**src/rtl/read_dispatch_pkg.sv**
```systemverilog
// Shared types for the read dispatcher: nucleotide symbols, slot states and FSM encodings.
package read_dispatch_pkg;

  localparam int RID_W           = 16;
  localparam int RD_READ_LEN     = 76;
  localparam int RD_SYM_PER_BEAT = 8;

  typedef enum logic [2:0] {
    sym_A = 3'd0,
    sym_C = 3'd1,
    sym_G = 3'd2,
    sym_T = 3'd3,
    sym_N = 3'd4
  } Symbol;

  typedef enum logic [1:0] {
    EMPTY  = 2'd0,
    FULL   = 2'd1,
    ACTIVE = 2'd2
  } SlotState;

  typedef enum logic [1:0] {
    L_HDR  = 2'd0,
    L_BODY = 2'd1,
    L_DROP = 2'd2
  } load_state_t;

  typedef enum logic {
    D_IDLE = 1'b0,
    D_RUN  = 1'b1
  } disp_state_t;

  // Any nibble outside the A/C/G/T/N codes is an unknown base.
  function automatic Symbol nib_to_sym(input logic [3:0] nib);
    Symbol s;
    case (nib)
      4'd0:    s = sym_A;
      4'd1:    s = sym_C;
      4'd2:    s = sym_G;
      4'd3:    s = sym_T;
      4'd4:    s = sym_N;
      default: s = sym_N;
    endcase
    return s;
  endfunction

endpackage

```
**src/rtl/read_dispatch_slot_buf.sv**
```systemverilog
// One ping-pong slot: unpacked symbol array, read id and EMPTY/FULL/ACTIVE state.
module read_slot_buf
  import read_dispatch_pkg::*;
#(
  parameter int READ_LEN     = RD_READ_LEN,
  parameter int SYM_PER_BEAT = RD_SYM_PER_BEAT,
  parameter int BEAT_W       = 4
) (
  input  logic              clk,
  input  logic              rst,
  input  logic              i_id_we,
  input  logic [RID_W-1:0]  i_id,
  input  logic              i_beat_we,
  input  logic [BEAT_W-1:0] i_beat_idx,
  input  logic [31:0]       i_beat_data,
  input  logic              i_set_full,
  input  logic              i_set_active,
  input  logic              i_clear,
  output Symbol             o_syms [0:READ_LEN-1],
  output logic [RID_W-1:0]  o_id,
  output SlotState          o_state
);

  Symbol            r_syms [0:READ_LEN-1];
  logic [RID_W-1:0] r_id;
  SlotState         r_state;

  // Symbol k lives in beat k/SYM_PER_BEAT; indices past the read end are never addressed.
  always_ff @(posedge clk) begin
    for (int k = 0; k < READ_LEN; k++) begin
      if (rst) begin
        r_syms[k] <= sym_N;
      end else if (i_beat_we && (i_beat_idx == BEAT_W'(k / SYM_PER_BEAT))) begin
        r_syms[k] <= nib_to_sym(i_beat_data[4*(k % SYM_PER_BEAT) +: 4]);
      end
    end
  end

  always_ff @(posedge clk) begin
    if (rst) begin
      r_id    <= '0;
      r_state <= EMPTY;
    end else begin
      if (i_id_we) r_id <= i_id;
      if (i_clear)           r_state <= EMPTY;
      else if (i_set_full)   r_state <= FULL;
      else if (i_set_active) r_state <= ACTIVE;
    end
  end

  assign o_syms  = r_syms;
  assign o_id    = r_id;
  assign o_state = r_state;

endmodule

```
**src/rtl/read_dispatch.sv**
```systemverilog
// Unpacks streamed reads into two ping-pong slots and hands them, in arrival order,
// to the seeding engine; a slot is held stable from start until seed_finish.
module read_dispatch
  import read_dispatch_pkg::*;
#(
  parameter int READ_LEN     = RD_READ_LEN,
  parameter int SYM_PER_BEAT = RD_SYM_PER_BEAT
) (
  input  logic             clk,
  input  logic             rst,
  input  logic [31:0]      s_axis_read_tdata,
  input  logic             s_axis_read_tvalid,
  output logic             s_axis_read_tready,
  input  logic             s_axis_read_tlast,
  output Symbol            read_out [0:READ_LEN-1],
  output logic [RID_W-1:0] read_id_out,
  output logic             start,
  input  logic             seed_finish,
  input  logic             seed_busy,
  output logic [31:0]      reads_done,
  output logic [15:0]      err_cnt,
  output logic             idle
);

  localparam int BODY_BEATS = (READ_LEN + SYM_PER_BEAT - 1) / SYM_PER_BEAT;
  localparam int BEAT_W     = (BODY_BEATS > 1) ? $clog2(BODY_BEATS) : 1;
  localparam logic [BEAT_W-1:0] LAST_BEAT = BEAT_W'(BODY_BEATS - 1);
  localparam logic [BEAT_W-1:0] BEAT_ONE  = BEAT_W'(1);

  load_state_t       r_load, w_load_nxt;
  disp_state_t       r_disp, w_disp_nxt;
  logic              r_wr_sel, r_rd_sel, r_live, r_start;
  logic [BEAT_W-1:0] r_beat_idx;
  logic [31:0]       r_reads_done;
  logic [15:0]       r_err_cnt;

  Symbol            w_syms0 [0:READ_LEN-1];
  Symbol            w_syms1 [0:READ_LEN-1];
  logic [RID_W-1:0] w_id0, w_id1;
  SlotState         w_state0, w_state1, w_wr_state, w_rd_state;
  logic w_tready, w_id_we, w_beat_we, w_fill, w_err;
  logic w_set_active, w_clear, w_start_nxt;

  assign w_wr_state = r_wr_sel ? w_state1 : w_state0;
  assign w_rd_state = r_rd_sel ? w_state1 : w_state0;

  // Load FSM: the header reserves an empty slot, so body beats never stall.
  always_comb begin
    w_load_nxt = r_load;
    w_tready   = 1'b0;
    w_id_we    = 1'b0;
    w_beat_we  = 1'b0;
    w_fill     = 1'b0;
    w_err      = 1'b0;
    case (r_load)
      L_HDR: begin
        w_tready = r_live && (w_wr_state == EMPTY);
        if (w_tready && s_axis_read_tvalid) begin
          if (s_axis_read_tlast) begin
            w_err = 1'b1;
          end else begin
            w_id_we    = 1'b1;
            w_load_nxt = L_BODY;
          end
        end else begin
          w_load_nxt = L_HDR;
        end
      end
      L_BODY: begin
        w_tready = r_live;
        if (w_tready && s_axis_read_tvalid) begin
          w_beat_we = 1'b1;
          if (r_beat_idx == LAST_BEAT) begin
            if (s_axis_read_tlast) begin
              w_fill     = 1'b1;
              w_load_nxt = L_HDR;
            end else begin
              w_err      = 1'b1;
              w_load_nxt = L_DROP;
            end
          end else if (s_axis_read_tlast) begin
            w_err      = 1'b1;
            w_load_nxt = L_HDR;
          end else begin
            w_load_nxt = L_BODY;
          end
        end else begin
          w_load_nxt = L_BODY;
        end
      end
      L_DROP: begin
        w_tready = r_live;
        if (w_tready && s_axis_read_tvalid && s_axis_read_tlast) begin
          w_load_nxt = L_HDR;
        end else begin
          w_load_nxt = L_DROP;
        end
      end
      default: w_load_nxt = L_HDR;
    endcase
  end

  // Dispatch FSM: a finish seen while idle belongs to no read and is ignored.
  always_comb begin
    w_disp_nxt   = r_disp;
    w_set_active = 1'b0;
    w_clear      = 1'b0;
    w_start_nxt  = 1'b0;
    case (r_disp)
      D_IDLE: begin
        if ((w_rd_state == FULL) && !seed_busy) begin
          w_start_nxt  = 1'b1;
          w_set_active = 1'b1;
          w_disp_nxt   = D_RUN;
        end else begin
          w_disp_nxt = D_IDLE;
        end
      end
      D_RUN: begin
        if (seed_finish) begin
          w_clear    = 1'b1;
          w_disp_nxt = D_IDLE;
        end else begin
          w_disp_nxt = D_RUN;
        end
      end
      default: w_disp_nxt = D_IDLE;
    endcase
  end

  // r_live keeps tready low while rst is held.
  always_ff @(posedge clk) begin
    if (rst) begin
      r_load       <= L_HDR;
      r_disp       <= D_IDLE;
      r_wr_sel     <= 1'b0;
      r_rd_sel     <= 1'b0;
      r_live       <= 1'b0;
      r_start      <= 1'b0;
      r_beat_idx   <= '0;
      r_reads_done <= 32'd0;
      r_err_cnt    <= 16'd0;
    end else begin
      r_live  <= 1'b1;
      r_load  <= w_load_nxt;
      r_disp  <= w_disp_nxt;
      r_start <= w_start_nxt;
      if (w_id_we)        r_beat_idx <= '0;
      else if (w_beat_we) r_beat_idx <= r_beat_idx + BEAT_ONE;
      if (w_fill) r_wr_sel <= ~r_wr_sel;
      if (w_clear) begin
        r_rd_sel     <= ~r_rd_sel;
        r_reads_done <= r_reads_done + 32'd1;
      end
      if (w_err && (r_err_cnt != 16'hFFFF)) r_err_cnt <= r_err_cnt + 16'd1;
    end
  end

  read_slot_buf #(.READ_LEN(READ_LEN), .SYM_PER_BEAT(SYM_PER_BEAT), .BEAT_W(BEAT_W)) u_slot0 (
    .clk(clk), .rst(rst),
    .i_id_we(w_id_we && !r_wr_sel), .i_id(s_axis_read_tdata[RID_W-1:0]),
    .i_beat_we(w_beat_we && !r_wr_sel), .i_beat_idx(r_beat_idx), .i_beat_data(s_axis_read_tdata),
    .i_set_full(w_fill && !r_wr_sel), .i_set_active(w_set_active && !r_rd_sel),
    .i_clear(w_clear && !r_rd_sel),
    .o_syms(w_syms0), .o_id(w_id0), .o_state(w_state0)
  );

  read_slot_buf #(.READ_LEN(READ_LEN), .SYM_PER_BEAT(SYM_PER_BEAT), .BEAT_W(BEAT_W)) u_slot1 (
    .clk(clk), .rst(rst),
    .i_id_we(w_id_we && r_wr_sel), .i_id(s_axis_read_tdata[RID_W-1:0]),
    .i_beat_we(w_beat_we && r_wr_sel), .i_beat_idx(r_beat_idx), .i_beat_data(s_axis_read_tdata),
    .i_set_full(w_fill && r_wr_sel), .i_set_active(w_set_active && r_rd_sel),
    .i_clear(w_clear && r_rd_sel),
    .o_syms(w_syms1), .o_id(w_id1), .o_state(w_state1)
  );

  always_comb begin
    for (int k = 0; k < READ_LEN; k++) begin
      read_out[k] = r_rd_sel ? w_syms1[k] : w_syms0[k];
    end
  end

  assign read_id_out        = r_rd_sel ? w_id1 : w_id0;
  assign s_axis_read_tready = w_tready;
  assign start              = r_start;
  assign reads_done         = r_reads_done;
  assign err_cnt            = r_err_cnt;
  assign idle               = (w_state0 == EMPTY) && (w_state1 == EMPTY) && (r_disp == D_IDLE);

endmodule

```
**config.mk**
```make
export PLATFORM = sky130hd
export DESIGN_NAME = read_dispatch
export DESIGN_NICKNAME = d
export VERILOG_FILES = /design/src/rtl/read_dispatch_pkg.sv /design/src/rtl/read_dispatch_slot_buf.sv /design/src/rtl/read_dispatch.sv
export SDC_FILE = /design/constraint.sdc
export NUM_CORES = 1
export LEC_CHECK = 0
export CAP_MARGIN = 20
export CELL_PAD_IN_SITES_DETAIL_PLACEMENT = 1
export CELL_PAD_IN_SITES_GLOBAL_PLACEMENT = 2
export CORE_MARGIN = 4
export CORE_UTILIZATION = 35
export CTS_CLUSTER_DIAMETER = 150
export DETAILED_ROUTE_END_ITERATION = 8
export PLACE_DENSITY = 0.86
export SLEW_MARGIN = 40
export SYNTH_ARGS = -nofsm -noshare
export SYNTH_HDL_FRONTEND = slang
export SYNTH_SLANG_ARGS = --single-unit
```
**constraint.sdc**
```tcl
create_clock -name clk -period 5.07 [get_ports clk]
set_input_delay 1.521 -clock clk [delete_from_list [all_inputs] [get_ports clk]]
set_output_delay 1.521 -clock clk [all_outputs]
set_load 0.02 [all_outputs]
```
Word-level counts from Yosys, hierarchy flattened:

Index checks and enable logic that the tools add are counted.

* reduce and logical (&&, ||, !) cells: 62
* muxes and demuxes: 120
* eq/ne operators: 38
* add/sub/neg operators: 3
* bitwise gates (word level): 3

Operators by type and width (count)
* $mux W3: 76
* $pmux W3 S4: 8
* $eq A4 B2 Y1 const B: 18
* $logic_and A1 B1 Y1: 38
* $eq A4 B1 Y1 const B: 9
* $logic_not A4 Y1: 9
* $add A32 B1 Y32 const B: 1
* $mux W1: 23
* $add A16 B1 Y16 const B: 1
* $eq A4 B3 Y1 const B: 4
* $mux W16: 1
* $mux W2: 8
* $ne A16 B16 Y1 const B: 1
* $eq A4 B4 Y1 const B: 2
* $logic_not A2 Y1: 4
* $reduce_or A2 Y1: 4
* $pmux W1 S2: 3
* $pmux W2 S3: 1
* $reduce_or A3 Y1: 2
* $add A4 B1 Y4 const B: 1
* $eq A2 B1 Y1 const B: 2
* $reduce_bool A2 Y1: 2
* $logic_not A1 Y1: 3
* $ne A3 B3 Y1 const B: 1
* 2 further kinds: 4

* register bits after elaboration: 551
* output and inout port bits: 295
* word-level logic and storage cells: 393

Depth between registers and ports, before layout:

* depth after elaboration: 8
* depth in mapped cells: 10
* gate-level depth less buffers: 9

Hierarchy:

From an unflattened synthesis, not the netlist that was laid out.

* cell total of the unflattened synthesis: 2301
* area total of the unflattened synthesis: 24434.7 sq um

By module, submodules not included
* read_slot_buf: instances 2, area each 9311.4 sq um, cells each 842, seq. area each 4924.7 sq um
* read_dispatch: instances 1, area each 5811.8 sq um, cells each 617, seq. area each 1181.1 sq um

Worst setup path after synthesis:

Ideal clock, no wire load.

* path kind: reg-to-output
* start point: register r_load[0]
* end point: output port s_axis_read_tready
* arrival: 1788 ps
* setup slack: 1761 ps
* path buffers: 0
* stages on the path, launching flop included: 7
* path through: dfxtp_1 -> inv_1 -> ha_1 -> or4b_4 -> and2_1 -> nor2b_1 -> nor3b_1

* word-level cells in the longest chain between the ends: 3
* elaborated cells on any way between the ends: 5

Ends and longest elaborated chain
* start, declared: line read_dispatch.sv:30 `load_state_t r_load, w_load_nxt;`
* start signal, assigned: line read_dispatch.sv:145 `r_load <= w_load_nxt;`
* $eq A2 B2 Y1 / $eq A2 B1 Y1 (equally long branches): line read_dispatch.sv:55 `case (r_load)`
* $reduce_or A2 Y1 (no line)
* $pmux W1 S2 *: line read_dispatch.sv:55
* end, declared: line read_dispatch.sv:13 `output logic s_axis_read_tready,`

Mark *: on every way between the ends. The rest lies on a longest branch, timed or not.

Worst setup path after layout:

* start point: register r_wr_sel
* end point: output port s_axis_read_tready

* word-level cells in the longest chain between the ends: 4

Ends and longest elaborated chain
* start, declared: line read_dispatch.sv:32 `logic r_wr_sel, r_rd_sel, r_live, r_start;`
* start signal, assigned: line read_dispatch.sv:150 `if (w_fill) r_wr_sel <= ~r_wr_sel;`
* $mux W2: line read_dispatch.sv:44 `assign w_wr_state = r_wr_sel ? w_state1 : w_state0;`
* $logic_not A2 Y1: line read_dispatch.sv:57 `w_tready = r_live && (w_wr_state == EMPTY);`
* $logic_and A1 B1 Y1: line read_dispatch.sv:57
* $pmux W1 S2: line read_dispatch.sv:55

No other way between the ends.

==> metrics.cfg <==
[route]
drc = 0
drt-total-wl_um = 80410
wl_per_cell_um = 21.22
postRouteAntennaNets = 0
route.vias.total = 19880
drt_iter0_markers = 1176
routed_via_density = 5.245
drt_pre_antenna_iters = 5

[die]
die_w_um = 263.3
io_pins = 333
die_area_mm2 = 0.06935
row_count = 93
dieHeight_um = 263.3
fp.coreArea_mm2 = 0.06446
start_util = 0.3540

[setup_path]
cp-end-kind = output pin
r2r_slack_ns = 2.18
reg2regPathDepth = 8
startpoint_type = flip-flop
critPathArrivalTime_ns = 3.07
cp_max_fo = 11
timing.rr.start = r_load[1]$_SDFFE_PP0P_
cp.required_ns = 3.55
r2r-end = u_slot0.o_syms[53]$_SDFFE_PP1P_
crit_type = flip-flop to output pin
startpoint = r_wr_sel$_SDFFE_PP0P_

[job]
drv_cap = 0

[power]
p_leak_nw = 10.63
vdd_drop_max_uv = 250.3
p_int_mw = 7.056
swShare = 0.2271
pwr-share-comb = 0.031
p_seq_frac = 0.476
clock_power_share = 0.493
total_power_mw = 9.129
powerDensity_mw_per_mm2 = 315.9
switching_power_mw = 2.073

[run_status]
outcome = completed

[global_route]
overflow = 0
first_global_vias = 21020
grt_max_degree = 167
grt_use_total = 0.2234
antenna_found_initial = 0
grt_pass1_wl_um = 124300

[final_layout]
nets = 2936
fin_util = 0.4482
fin_area_mm2 = 0.02890
final_cells = 3790
final_layout_size_suffix_gt1_frac = 0.1462
diodes = 0
area_growth_pct = 26.63

[sta]
slew_violations = 0
worst-slew-pin-transition_ns = 0.8627
tns_ns = 0
period_share = 0.9048
layout_setup_ws_ns = 0.4826
setup_violations = 0
rsz0062_at_grt = no
slew_headroom = 0.4249
hold_violations = 0
fin_skew_ns = 0.01749
fmax_mhz = 218.0
whs_ns = 0.4535
fin_crit_ns = 4.587

[cts]
root_buffer = clkbuf_16
post_cts_resized = 0
cts.sinks = 551
cts_buffers = 60
ctsHoldBuffers = 0
htree_levels = 2
post_cts_buffers = 0
clkTransAtPathRegs_ns = 0.06
insertion_delay_ns = 0.64
cts_tree = built
cts_buffer_depth = 3

[synth]
synth.distinct_cells = 45
yosysWarnings = 0
synth_edf_count = 0
ys_ff_latch = 551
async_flop_share = 0
synth_ff_type = dfxtp_1
synth_top_area_cell = dfxtp_1
synth_area_mm2 = 0.02282
avgSynthCellArea_um2 = 8.515
synth_area_leaders = dfxtp_1 (48%), nand2_1 (13%), mux2_2 (12%), a21oi_1 (7.1%), o211ai_1 (5.0%)
syn_nets = 2731
synth_top_cell_area_share = 0.4834
synthCells = 2680
seq_area_frac_synth = 0.4834

[placed_design]
dpl_cell_area_mm2 = 0.02683
place_congestion = 0.7912
numPortBuffers = 332
dp.cells = 3678
dpl.hpwl_um = 52830
dp_slack_ns = 0.6518

[min_path]
min-delay-start = u_slot1.o_syms[216]$_SDFFE_PP0P_
min_to = u_slot1.o_syms[216]$_SDFFE_PP0P_
min_path_type = flip-flop to flip-flop
worstHoldPathCells = 2

[critical path, cell delays in order, from the launching register on]
cell             delay [ns]
dfxtp_1                0.59
or4bb_1                0.58
and2_1                 0.20
nor2b_1                0.13
nor3b_1                0.25
clkdlybuf4s50_1        0.68
[power groups by stage]
stage | clock, mW | combinational (mW) | sequential (mW)
after CTS | 4.60 | 0.285 | 4.34
after floorplan | 0 | 0.148 | 4.44
after detailed placement | 0 | 0.284 | 4.44
after global placement | 0 | 0.277 | 4.44
final | 4.50 | 0.283 | 4.34
after global routing | 4.77 | 0.302 | 4.34
[registers in the layout (all words and copies together), names as in the netlist]
name,count
start,1
reads_done,32
r_rd_sel,1
u_slot1.o_id,16
u_slot0.o_state,2
u_slot1.o_state,2
r_load,2
r_wr_sel,1
r_beat_idx,4
u_slot0.o_id,16
u_slot0.o_syms,228
r_live,1
u_slot1.o_syms,228
r_disp,1
err_cnt,16
[cells in the mapped netlist (all sizes together), types with 6 or more instances]
master  instances
inv            19
or3             6
nor2b           6
ha             13
dfxtp         551
buf            12
nor2          102
mux2          246
mux2i          32
o211ai        152
xor2           12
a21oi         322
clkbuf        228
o21ai           7
nand3          18
nor3           13
nor4           10
and2           34
xnor2          27
nand4          16
nand2         803
or4             7
[worst max path at each step]
stage / end / slack [ns] / cells past startpoint
finish: s_axis_read_tready / 0.48 / 5
global route: s_axis_read_tready / 0.33 / 5
detailed placement: u_slot1.o_syms[44]$_SDFFE_PP1P_ / 0.65 / 7
CTS: s_axis_read_tready / 0.39 / 5
global placement: u_slot1.o_syms[74]$_SDFFE_PP1P_ / 0.98 / 6
floorplan: s_axis_read_tready / 1.76 / 6
[cells by family after synthesis]
kind of cell             count (synthesis)  synth area share
AO/OA/AOI/OAI                          504            0.1302
XOR/XNOR                                39           0.01497
buffers and inverters                  259           0.04392
multiplexers                           278            0.1354
flip-flops                             551            0.4834
AND/OR/NAND/NOR                       1036            0.1849
adder cells (fa/ha/maj)                 13          0.007128
[area by class of cell]
class	instances	area, µm²
repair buffers	383	3824
flip-flops and latches	551	11030
clock buffers	86	1779
inverters	19	73.82
well taps	855	1070
multi-input cells	1870	10840
fillers	7453	35570
clock inverters	26	274.0
[cells in the final DEF, fill, tap and decap left out, types with 8 or more instances in the layout]
cell	n
clkdlybuf4s50_1	331
o211ai_1	152
buf_12	9
mux2i_1	32
nand2_1	795
nor4_1	9
buf_4	42
nand4_1	16
clkinv_2	15
nor3_1	13
clkbuf_1	8
ha_1	13
xnor2_1	27
nand2_2	8
inv_1	18
nor2_2	8
and2_1	29
xor2_1	12
mux2_2	246
a21oi_1	322
nor2_1	94
clkbuf_16	60
nand3_1	18
dfxtp_1	550
clkbuf_8	18
[metal layers]
metal / wire length (µm) / global-route usage / vias to the layer above
li1: - / - / 9429
met1: 35550 / 0.2841 / 10010
met2: 39800 / 0.3950 / 343
met3: 3105 / 0.03654 / 100
met4: 1957 / 0.05756 / 0
met5: 0 / 0 / -
No activity file was read; power rests on OpenSTA's default activity.
